File: src/rtl/seq_num_gen_pkg.sv
// Shared types and constants for the sequence generator and its range calculator.
package seq_num_gen_pkg;

    typedef enum logic [1:0] {
        MODE_EVEN = 2'b00,
        MODE_ODD  = 2'b01,
        MODE_ALL  = 2'b10,
        MODE_RSVD = 2'b11
    } mode_e;

    typedef enum logic {
        ST_IDLE = 1'b0,
        ST_RUN  = 1'b1
    } state_e;

    localparam int STEP_PAIR = 2;
    localparam int STEP_ALL  = 1;

endpackage

File: src/rtl/seq_bounds_calc.sv
// Combinational range calculator: bottom/top/step/first value and empty-range flag
// for a given mode, direction and inclusive limit.
module seq_bounds_calc
    import seq_num_gen_pkg::*;
#(
    parameter int WIDTH = 4
) (
    input  logic [1:0]       mode_i,
    input  logic             dir_i,
    input  logic [WIDTH-1:0] limit_i,
    output logic [WIDTH-1:0] bottom_o,
    output logic [WIDTH-1:0] top_o,
    output logic [WIDTH-1:0] step_o,
    output logic [WIDTH-1:0] first_o,
    output logic             empty_o
);

    mode_e mode;

    always_comb begin
        mode     = mode_e'(mode_i);
        bottom_o = '0;
        top_o    = limit_i & ~WIDTH'(1);
        step_o   = WIDTH'(STEP_PAIR);
        empty_o  = 1'b0;
        // The reserved encoding falls through to the even-number defaults.
        case (mode)
            MODE_ODD: begin
                bottom_o = WIDTH'(1);
                top_o    = limit_i[0] ? limit_i : limit_i - WIDTH'(1);
                empty_o  = (limit_i == '0);
            end
            MODE_ALL: begin
                top_o  = limit_i;
                step_o = WIDTH'(STEP_ALL);
            end
            default: ;
        endcase
        first_o = dir_i ? top_o : bottom_o;
    end

endmodule

File: src/rtl/seq_num_gen.sv
// Synchronous even/odd/all sequence generator with up/down wrap-around, delivering
// values over a valid/ready stream.
module seq_num_gen
    import seq_num_gen_pkg::*;
#(
    parameter int WIDTH = 4
) (
    input  logic             clk,
    input  logic             rst,
    input  logic             start,
    input  logic             stop,
    input  logic [1:0]       mode,
    input  logic             dir,
    input  logic [WIDTH-1:0] limit,
    input  logic             out_ready,
    output logic             out_valid,
    output logic [WIDTH-1:0] out_data,
    output logic             wrap,
    output logic             err
);

    state_e           state_q, state_d;
    logic [1:0]       mode_q, mode_d;
    logic             dir_q, dir_d;
    logic [WIDTH-1:0] limit_q, limit_d;
    logic [WIDTH-1:0] data_q, data_d;
    logic             wrap_q, wrap_d;
    logic             err_q, err_d;

    logic             start_acc;
    logic [1:0]       cfg_mode;
    logic             cfg_dir;
    logic [WIDTH-1:0] cfg_limit;
    logic [WIDTH-1:0] bottom, top, step, first;
    logic             empty;
    logic [WIDTH:0]   up_sum, down_floor;

    // An accepted start feeds the calculator directly so the first value is ready
    // one cycle later; otherwise it sees the latched config for wrap decisions.
    assign start_acc = start && !stop;
    assign cfg_mode  = start_acc ? mode  : mode_q;
    assign cfg_dir   = start_acc ? dir   : dir_q;
    assign cfg_limit = start_acc ? limit : limit_q;

    seq_bounds_calc #(.WIDTH(WIDTH)) u_bounds (
        .mode_i  (cfg_mode),
        .dir_i   (cfg_dir),
        .limit_i (cfg_limit),
        .bottom_o(bottom),
        .top_o   (top),
        .step_o  (step),
        .first_o (first),
        .empty_o (empty)
    );

    // One extra bit keeps v+step and bottom+step from overflowing before the compare.
    assign up_sum     = {1'b0, data_q} + {1'b0, step};
    assign down_floor = {1'b0, bottom} + {1'b0, step};

    always_ff @(posedge clk) begin
        if (rst) state_q <= ST_IDLE;
        else     state_q <= state_d;
    end

    always_ff @(posedge clk) begin
        if (rst) begin
            mode_q  <= MODE_EVEN;
            dir_q   <= 1'b0;
            limit_q <= '0;
            data_q  <= '0;
            wrap_q  <= 1'b0;
            err_q   <= 1'b0;
        end else begin
            mode_q  <= mode_d;
            dir_q   <= dir_d;
            limit_q <= limit_d;
            data_q  <= data_d;
            wrap_q  <= wrap_d;
            err_q   <= err_d;
        end
    end

    always_comb begin
        state_d = state_q;
        mode_d  = mode_q;
        dir_d   = dir_q;
        limit_d = limit_q;
        data_d  = data_q;
        wrap_d  = 1'b0;
        err_d   = 1'b0;
        case (state_q)
            ST_IDLE: begin
                if (start_acc) begin
                    mode_d  = mode;
                    dir_d   = dir;
                    limit_d = limit;
                    if (empty) begin
                        err_d = 1'b1;
                    end else begin
                        state_d = ST_RUN;
                        data_d  = first;
                    end
                end
            end
            ST_RUN: begin
                if (stop) begin
                    state_d = ST_IDLE;
                end else if (start_acc) begin
                    mode_d  = mode;
                    dir_d   = dir;
                    limit_d = limit;
                    if (empty) begin
                        err_d   = 1'b1;
                        state_d = ST_IDLE;
                    end else begin
                        data_d = first;
                    end
                end else if (out_ready) begin
                    if (!dir_q) begin
                        if (up_sum > {1'b0, top}) begin
                            data_d = bottom;
                            wrap_d = 1'b1;
                        end else begin
                            data_d = up_sum[WIDTH-1:0];
                        end
                    end else begin
                        if ({1'b0, data_q} < down_floor) begin
                            data_d = top;
                            wrap_d = 1'b1;
                        end else begin
                            data_d = data_q - step;
                        end
                    end
                end
            end
            default: state_d = ST_IDLE;
        endcase
    end

    always_comb begin
        out_valid = (state_q == ST_RUN);
        out_data  = data_q;
        wrap      = wrap_q;
        err       = err_q;
    end

endmodule

File: config.mk
export PLATFORM = sky130hd
export DESIGN_NAME = seq_num_gen
export DESIGN_NICKNAME = d
export VERILOG_FILES = /design/src/rtl/seq_num_gen_pkg.sv /design/src/rtl/seq_bounds_calc.sv /design/src/rtl/seq_num_gen.sv
export SDC_FILE = /design/constraint.sdc
export NUM_CORES = 1
export LEC_CHECK = 0
export ABC_AREA = 1
export CAP_MARGIN = 30
export CORE_MARGIN = 4
export CORE_UTILIZATION = 25
export CTS_CLUSTER_DIAMETER = 50
export CTS_CLUSTER_SIZE = 30
export DETAILED_ROUTE_END_ITERATION = 8
export PLACE_DENSITY = 0.53
export SETUP_SLACK_MARGIN = 0.3
export SYNTH_ARGS = -nofsm -noshare
export SYNTH_HDL_FRONTEND = slang
export SYNTH_SLANG_ARGS = --single-unit
File: constraint.sdc
create_clock -name clk -period 4.78 [get_ports clk]
set_clock_uncertainty 0.2 [all_clocks]
set_input_delay 0.478 -clock clk [delete_from_list [all_inputs] [get_ports clk]]
set_output_delay 0.478 -clock clk [all_outputs]
set_load 0.005 [all_outputs]
==> run_results.csv, run 1 <==
group,metric,value,unit
global_route,grt_pass1_vias,1140,
cells_and_area,drive_above_1_share,14.2,%
timing,timing.final.crit_period,4220,ps
synthesis,synth_warnings,0,
timing,finalSetupViolCount,0,
timing,max_slew_margin,57.2,%
cts,ctsLongestPathBuffers,2,
die,core,4820,µm²
worst_setup_path,worstPathRequired,4760,ps
timing,max_clock_freq,237,MHz
detailed_routing,via_per_inst,4.48,
placed_design,gp_congestion,0.901,
global_route,grt_pass1_wl,5370,µm
min_path,whs_endpoint,"wrap",
worst_setup_path,critPathCaptureType,"flop",
min_path,min_from,"out_valid",
cells_and_area,final_common_cell,"nand2_1",
timing,hold_viol_final,0,
synthesis,ys.flop_type,"dfxtp_1",
timing,maxSlewViolCount,0,
worst_setup_path,cp_max_fo,7,
placed_design,port_buffers,18,
worst_setup_path,crit_arrival,4200,ps
timing,finalSetupTns,0,ps
cts,insertion_delay,250,ps
die,die_y,79.3,µm
synthesis,async_flop_share,0,%
synthesis,synth-edff-count,0,
worst_setup_path,r2r-end,"out_data[0]",
detailed_routing,dr.first_iter.drc_count,72,
worst_setup_path,path_class,"in2reg",
detailed_routing,drt.antenna.violating_nets,0,
worst_setup_path,reg2reg_depth,18,
power_and_ir_drop,leakage,0.697,nW
cells_and_area,nets,232,
die,die_area,6300,µm²
flow_run,maxCapViolCount,0,
global_route,antenna_found_initial,0,
worst_setup_path,rr_startpoint,"mode_q[1]",
synthesis,avgSynthCellArea,6.95,µm²
cells_and_area,final_cell_mix,"nand2_1 (32), inv_1 (25), clkdlybuf4s50_1 (18)",
detailed_routing,post-route-drc-count,0,
global_route,gr-total-overflow,0,
worst_setup_path,ff2ff_setup_slack,1210,ps
global_route,grt_max_degree,14,
power_and_ir_drop,power_density,259,nW/µm²
die,start_util,26.4,%
cts,cts-hold-fix-buffers,0,
detailed_routing,wl_per_cell,12.0,µm
detailed_routing,drt_wl_total,3240,µm
min_path,holdPathStages,4,
die,fp.dieW,79.3,µm
timing,fin_crit_sh,88.3,%
die,ios,19,
cells_and_area,multi_input_area,872,µm²
synthesis,syn_inst,183,
timing,rsz0062_at_grt,"no",
die,row_count,25,
timing,whs,385,ps
synthesis,synth-seq-cells,14,
cells_and_area,antenna_cells,0,
synthesis,ys_types,32,
cts,post_cts_resized,0,
outcome,status,"complete, no violations",
detailed_routing,firstDrtPassIters,4,
cts,numCtsBuffers,3,
detailed_routing,dr_wl_met3,190,µm
min_path,hold_class,"reg2reg",
cts,cts_tree,"done",
cells_and_area,seqCellArea,280,µm²
cells_and_area,syn_to_final_growth,24.5,%
placed_design,dp_hpwl,2570,µm
worst_setup_path,startpoint_type,"primary input",
power_and_ir_drop,vdd_drop_max,70.1,µV
detailed_routing,dr.max_layer_used,"met4",
synthesis,seq_area_frac_synth,22.0,%
detailed_routing,wl_met2,1410,µm
synthesis,syn_nets,210,
cts,htreeDepth,1,
cts,cts-root-buf,"clkbuf_8",
detailed_routing,vias,1214,
cts,cts.sinks,14,
cts,clk_pin_slew,60,ps
global_route,grt_usage,10.9,%
synthesis,netlist_area,1270,µm²
cts,cts_setup_buffers,0,
timing,tightest_slew,638,ps
cells_and_area,n_fill_cell,547,
detailed_routing,wl_met1,1570,µm
-- final cells by class --
cell class / instances / area share, %
repair buffers: 20 / 12.3
inverters: 26 / 6.16
clock buffers: 4 / 3.48
multi-input cells: 140 / 55.1
flip-flops and latches: 14 / 17.7
well taps: 67 / 5.29
-- critical path: stages --
cell	delay (ps)
clkdlybuf4s50_1	540
nand2_2	140
inv_1	60
or2_2	260
o21ai_0	170
inv_1	120
ha_1	280
ha_1	240
fa_1	400
xor2_1	220
ha_1	300
a31oi_1	180
nand2_1	70
nand2_1	80
o21a_1	170
nand2_2	110
nand2_1	70
nand3_1	70
nand2_1	80
nand2_1	60
a21oi_2	100
-- synth_stat cells, types with 2 or more instances --
master	number	share of area [%]
or2_2	3	1.5
inv_1	25	7.4
a31oi_1	2	0.98
ha_1	13	13
nand2_4	2	1.8
o21ai_0	10	3.9
nor2_2	2	0.98
a21oi_1	15	5.9
a21oi_2	2	1.4
o21ai_1	5	2.0
fa_1	2	3.1
nand4_1	2	0.98
dfxtp_1	14	22
nand3_1	12	4.7
nand2_2	7	3.4
nand3_2	4	3.1
nand2_1	32	9.4
nor2_1	15	4.4
xor2_1	3	2.1
-- flip-flops by register name (all words and copies together) (netlist names) --
| name | count |
|---|---|
| dir_q | 1 |
| wrap | 1 |
| err | 1 |
| out_valid | 1 |
| out_data | 4 |
| mode_q | 2 |
| limit_q | 4 |
-- metrics by stage --
| stage | setup WS (ps) | instance area [µm²] | total power, mW | utilization, % | cells |
|---|---|---|---|---|---|
| after floorplan | 1140 | 1270 | 0.247 | - | 183 |
| after global placement | 426 | 1530 | 0.293 | 31.7 | 267 |
| after detailed placement | 311 | 1530 | 0.292 | 31.7 | 267 |
| after CTS | 565 | 1580 | 0.413 | 32.9 | 271 |
| after global routing | 304 | 1580 | 0.438 | 32.9 | 271 |
| final | 558 | 1580 | 0.410 | 32.9 | 271 |
-- metal layers --
metal / vias to the layer above / GRT usage (%)
met3: 5 / 1.81
met1: 535 / 14.1
li1: 637 / -
met2: 37 / 17.3
met4: 0 / 5.67
met5: - / 0
-- power breakdown --
part	switching [mW]	internal, mW	leakage, nW
Combinational	0.0964	0.0643	0.554
Clock	0.0470	0.0731	0.0288
Sequential	0.00655	0.123	0.115
Total	0.150	0.260	0.697
-- worst max-delay path by stage --
stage          startpoint     endpoint  slack, ps
2_1_floorplan        stop  out_data[0]       1140
3_3_place_gp        start  out_data[0]        430
3_5_place_dp        start  out_data[0]        310
4_1_cts             start  out_data[0]        560
5_1_grt             start  out_data[0]        300
6_report            start  out_data[0]        560
-- kinds of logic after synthesis --
| logic type | synth area share, % |
|---|---|
| adders and majority gates | 15.9 |
| DFF | 22.0 |
| buffers and inverters | 9.44 |
| other | 0.295 |
| and+or+nand+nor | 32.2 |
| xor gates and xnor gates | 2.07 |
| AOI/OAI and AO/OA | 18.1 |
(Power assumes the default switching activity.)
==> run 2: changes to the inputs <==
--- a/config.mk
+++ b/config.mk
@@ -6,6 +6,7 @@
 export NUM_CORES = 1
 export LEC_CHECK = 0
 export ABC_AREA = 1
+export ABC_CLOCK_PERIOD_IN_PS = 4780
 export CAP_MARGIN = 30
 export CORE_MARGIN = 4
 export CORE_UTILIZATION = 25
==> results of run 2 <==
The final DEF is identical to that of run 1; final timing and power are the same.
==> run 3: changes to the inputs <==
--- a/config.mk
+++ b/config.mk
@@ -8,13 +8,16 @@
 export ABC_AREA = 1
 export ABC_CLOCK_PERIOD_IN_PS = 4780
 export CAP_MARGIN = 30
-export CORE_MARGIN = 4
+export CELL_PAD_IN_SITES_DETAIL_PLACEMENT = 0
+export CELL_PAD_IN_SITES_GLOBAL_PLACEMENT = 1
+export CORE_MARGIN = 8
 export CORE_UTILIZATION = 25
 export CTS_CLUSTER_DIAMETER = 50
 export CTS_CLUSTER_SIZE = 30
 export DETAILED_ROUTE_END_ITERATION = 8
-export PLACE_DENSITY = 0.53
+export PLACE_DENSITY = 0.66
 export SETUP_SLACK_MARGIN = 0.3
+export SKIP_CTS_REPAIR_TIMING = 1
 export SYNTH_ARGS = -nofsm -noshare
 export SYNTH_HDL_FRONTEND = slang
 export SYNTH_SLANG_ARGS = --single-unit
==> run_results.csv, run 3 (synthesis gave the netlist of run 1 again) <==
group,metric,value,unit
global_route,grt_pass1_wl,5640,µm
cts,cts.sinks,14,
cells_and_area,final_core_utilization,32.2,%
timing,maxSlewViolCount,0,
worst_setup_path,path_class,"in2reg",
detailed_routing,dr.first_iter.drc_count,66,
detailed_routing,via_per_inst,4.39,
cells_and_area,final_area,1610,µm²
timing,rsz0062_at_grt,"no",
global_route,antenna_found_initial,0,
worst_setup_path,cp_cell_sequence,"clkdlybuf4s50_1 > nand2_2 > inv_1 > or2_2 > o21ai_1 > inv_1 > ha_2 > ha_1 > fa_1 > xor2_2 > ha_1 > a31oi_1 > nand2_1 > nand2_1 > o21a_1 > nand2_2 > nor2_2 > nand2_1 > nand2_1 > nand2_1 > a21oi_2",
global_route,grt_max_degree,14,
timing,max_clock_freq,240,MHz
outcome,status,"complete, no violations",
placed_design,placed_area,1550,µm²
timing,finalSetupViolCount,0,
timing,whs,390,ps
worst_setup_path,cp_num_buf_inv,3,
cells_and_area,final_common_cell,"nand2_1",
power_and_ir_drop,power_density,256,nW/µm²
detailed_routing,drt.antenna.violating_nets,0,
power_and_ir_drop,total_power,414,µW
power_and_ir_drop,leakage,0.705,nW
die,row_count,26,
timing,hold_viol_final,0,
die,die_area,7630,µm²
detailed_routing,dr_wl_met3,122,µm
detailed_routing,wl_met1,1720,µm
worst_setup_path,cp_common_cell,"nand2_1",
timing,setup_slack,606,ps
placed_design,dp_slack,294,ps
worst_setup_path,worst_path_largest_cell_delay,530,ps
detailed_routing,vias,1213,
die,fp.dieW,87.3,µm
die,start_util,25.4,%
cells_and_area,drive_above_1_share,16.0,%
cts,cts_tree,"done",
detailed_routing,post-route-drc-count,0,
cells_and_area,antenna_cells,0,
placed_design,dp_hpwl,2740,µm
worst_setup_path,cp_max_fo,8,
cts,numCtsBuffers,3,
cells_and_area,final_cell_mix,"nand2_1 (32), inv_1 (25), clkdlybuf4s50_1 (18)",
worst_setup_path,worstPathRequired,4750,ps
min_path,min_from,"out_data[0]",
cts,htreeDepth,1,
detailed_routing,firstDrtPassIters,4,
worst_setup_path,cp_slowest_cell,"clkdlybuf4s50_1",
global_route,grt_usage,9.44,%
die,die_y,87.3,µm
cells_and_area,nets,234,
flow_run,maxCapViolCount,0,
cells_and_area,stdcell_count,276,
timing,tightest_slew,586,ps
timing,timing.final.crit_period,4170,ps
placed_design,port_buffers,18,
placed_design,dp.cells,272,
detailed_routing,wl_per_cell,12.3,µm
cts,ctsLongestPathBuffers,2,
worst_setup_path,cp_top_family,"adder cells",
power_and_ir_drop,vdd_drop_max,117,µV
worst_setup_path,critPathCaptureType,"flop",
min_path,hold_class,"reg2reg",
die,core,5010,µm²
worst_setup_path,crit_path_start,"start",
cells_and_area,syn_to_final_growth,26.7,%
timing,max_slew_margin,60.6,%
cts,cts-root-buf,"clkbuf_8",
worst_setup_path,startpoint_type,"primary input",
global_route,grt_pass1_vias,1183,
worst_setup_path,crit_arrival,4150,ps
detailed_routing,wl_met2,1550,µm
timing,fin_crit_sh,87.3,%
worst_setup_path,rr_startpoint,"mode_q[1]",
detailed_routing,drt_wl_total,3400,µm
detailed_routing,dr.max_layer_used,"met4",
cts,insertion_delay,250,ps
timing,finalSetupTns,0,ps
cells_and_area,n_fill_cell,574,
global_route,gr-total-overflow,0,
die,ios,19,
cts,clk_pin_slew,60,ps
placed_design,gp_congestion,0.827,
-- run 3: cell count changes in the layout (fill, tap and decap cells not counted) --
cell     change
buf_4        +2
o21ai_1      +1
xor2_1       -1
xor2_2       +1
ha_2         +1
o21ai_0      -1
ha_1         -1
-- run 3: layer usage --
| metal | global-route usage [%] | up-vias |
|---|---|---|
| li1 | - | 639 |
| met1 | 11.7 | 555 |
| met2 | 15.6 | 17 |
| met3 | 3.02 | 2 |
| met4 | 1.56 | 0 |
| met5 | 0 | - |
-- run 3: final timing paths --
| path | endpoint | cells after the start | slack [ps] |
|---|---|---|---|
| max | out_data[3] | 21 | 610 |
| min | out_data[0] | 2 | 390 |
| max reg2reg | out_data[3] | 18 | 1330 |
| min reg2reg | out_data[0] | 2 | 390 |
-- run 3: report_power, final --
part / leakage, nW / internal [mW] / switching (mW) / total, mW
registers: 0.115 / 0.123 / 0.00647 / 0.129
clock network: 0.0288 / 0.0730 / 0.0422 / 0.115
logic: 0.562 / 0.0681 / 0.101 / 0.169
total: 0.705 / 0.264 / 0.150 / 0.414
-- run 3: area by class of cell --
class                      count  area (µm²)  area share, %
clock buffer                   4        55.1           3.41
inverter                      26        97.6           6.05
multi-input combinational    140         882           54.7
sequential                    14         280           17.4
tap                           70        87.6           5.43
timing repair buffer          22         210           13.0
-- run 3: worst reg2reg max path: stages, from the launching register on --
cell	delay, ps
dfxtp_1	300
or2_2	280
o21ai_1	140
inv_1	90
ha_2	230
ha_1	220
fa_1	440
xor2_2	180
ha_1	330
a31oi_1	170
nand2_1	70
nand2_1	80
o21a_1	170
nand2_2	100
nor2_2	80
nand2_1	50
nand2_1	80
nand2_1	70
a21oi_2	100
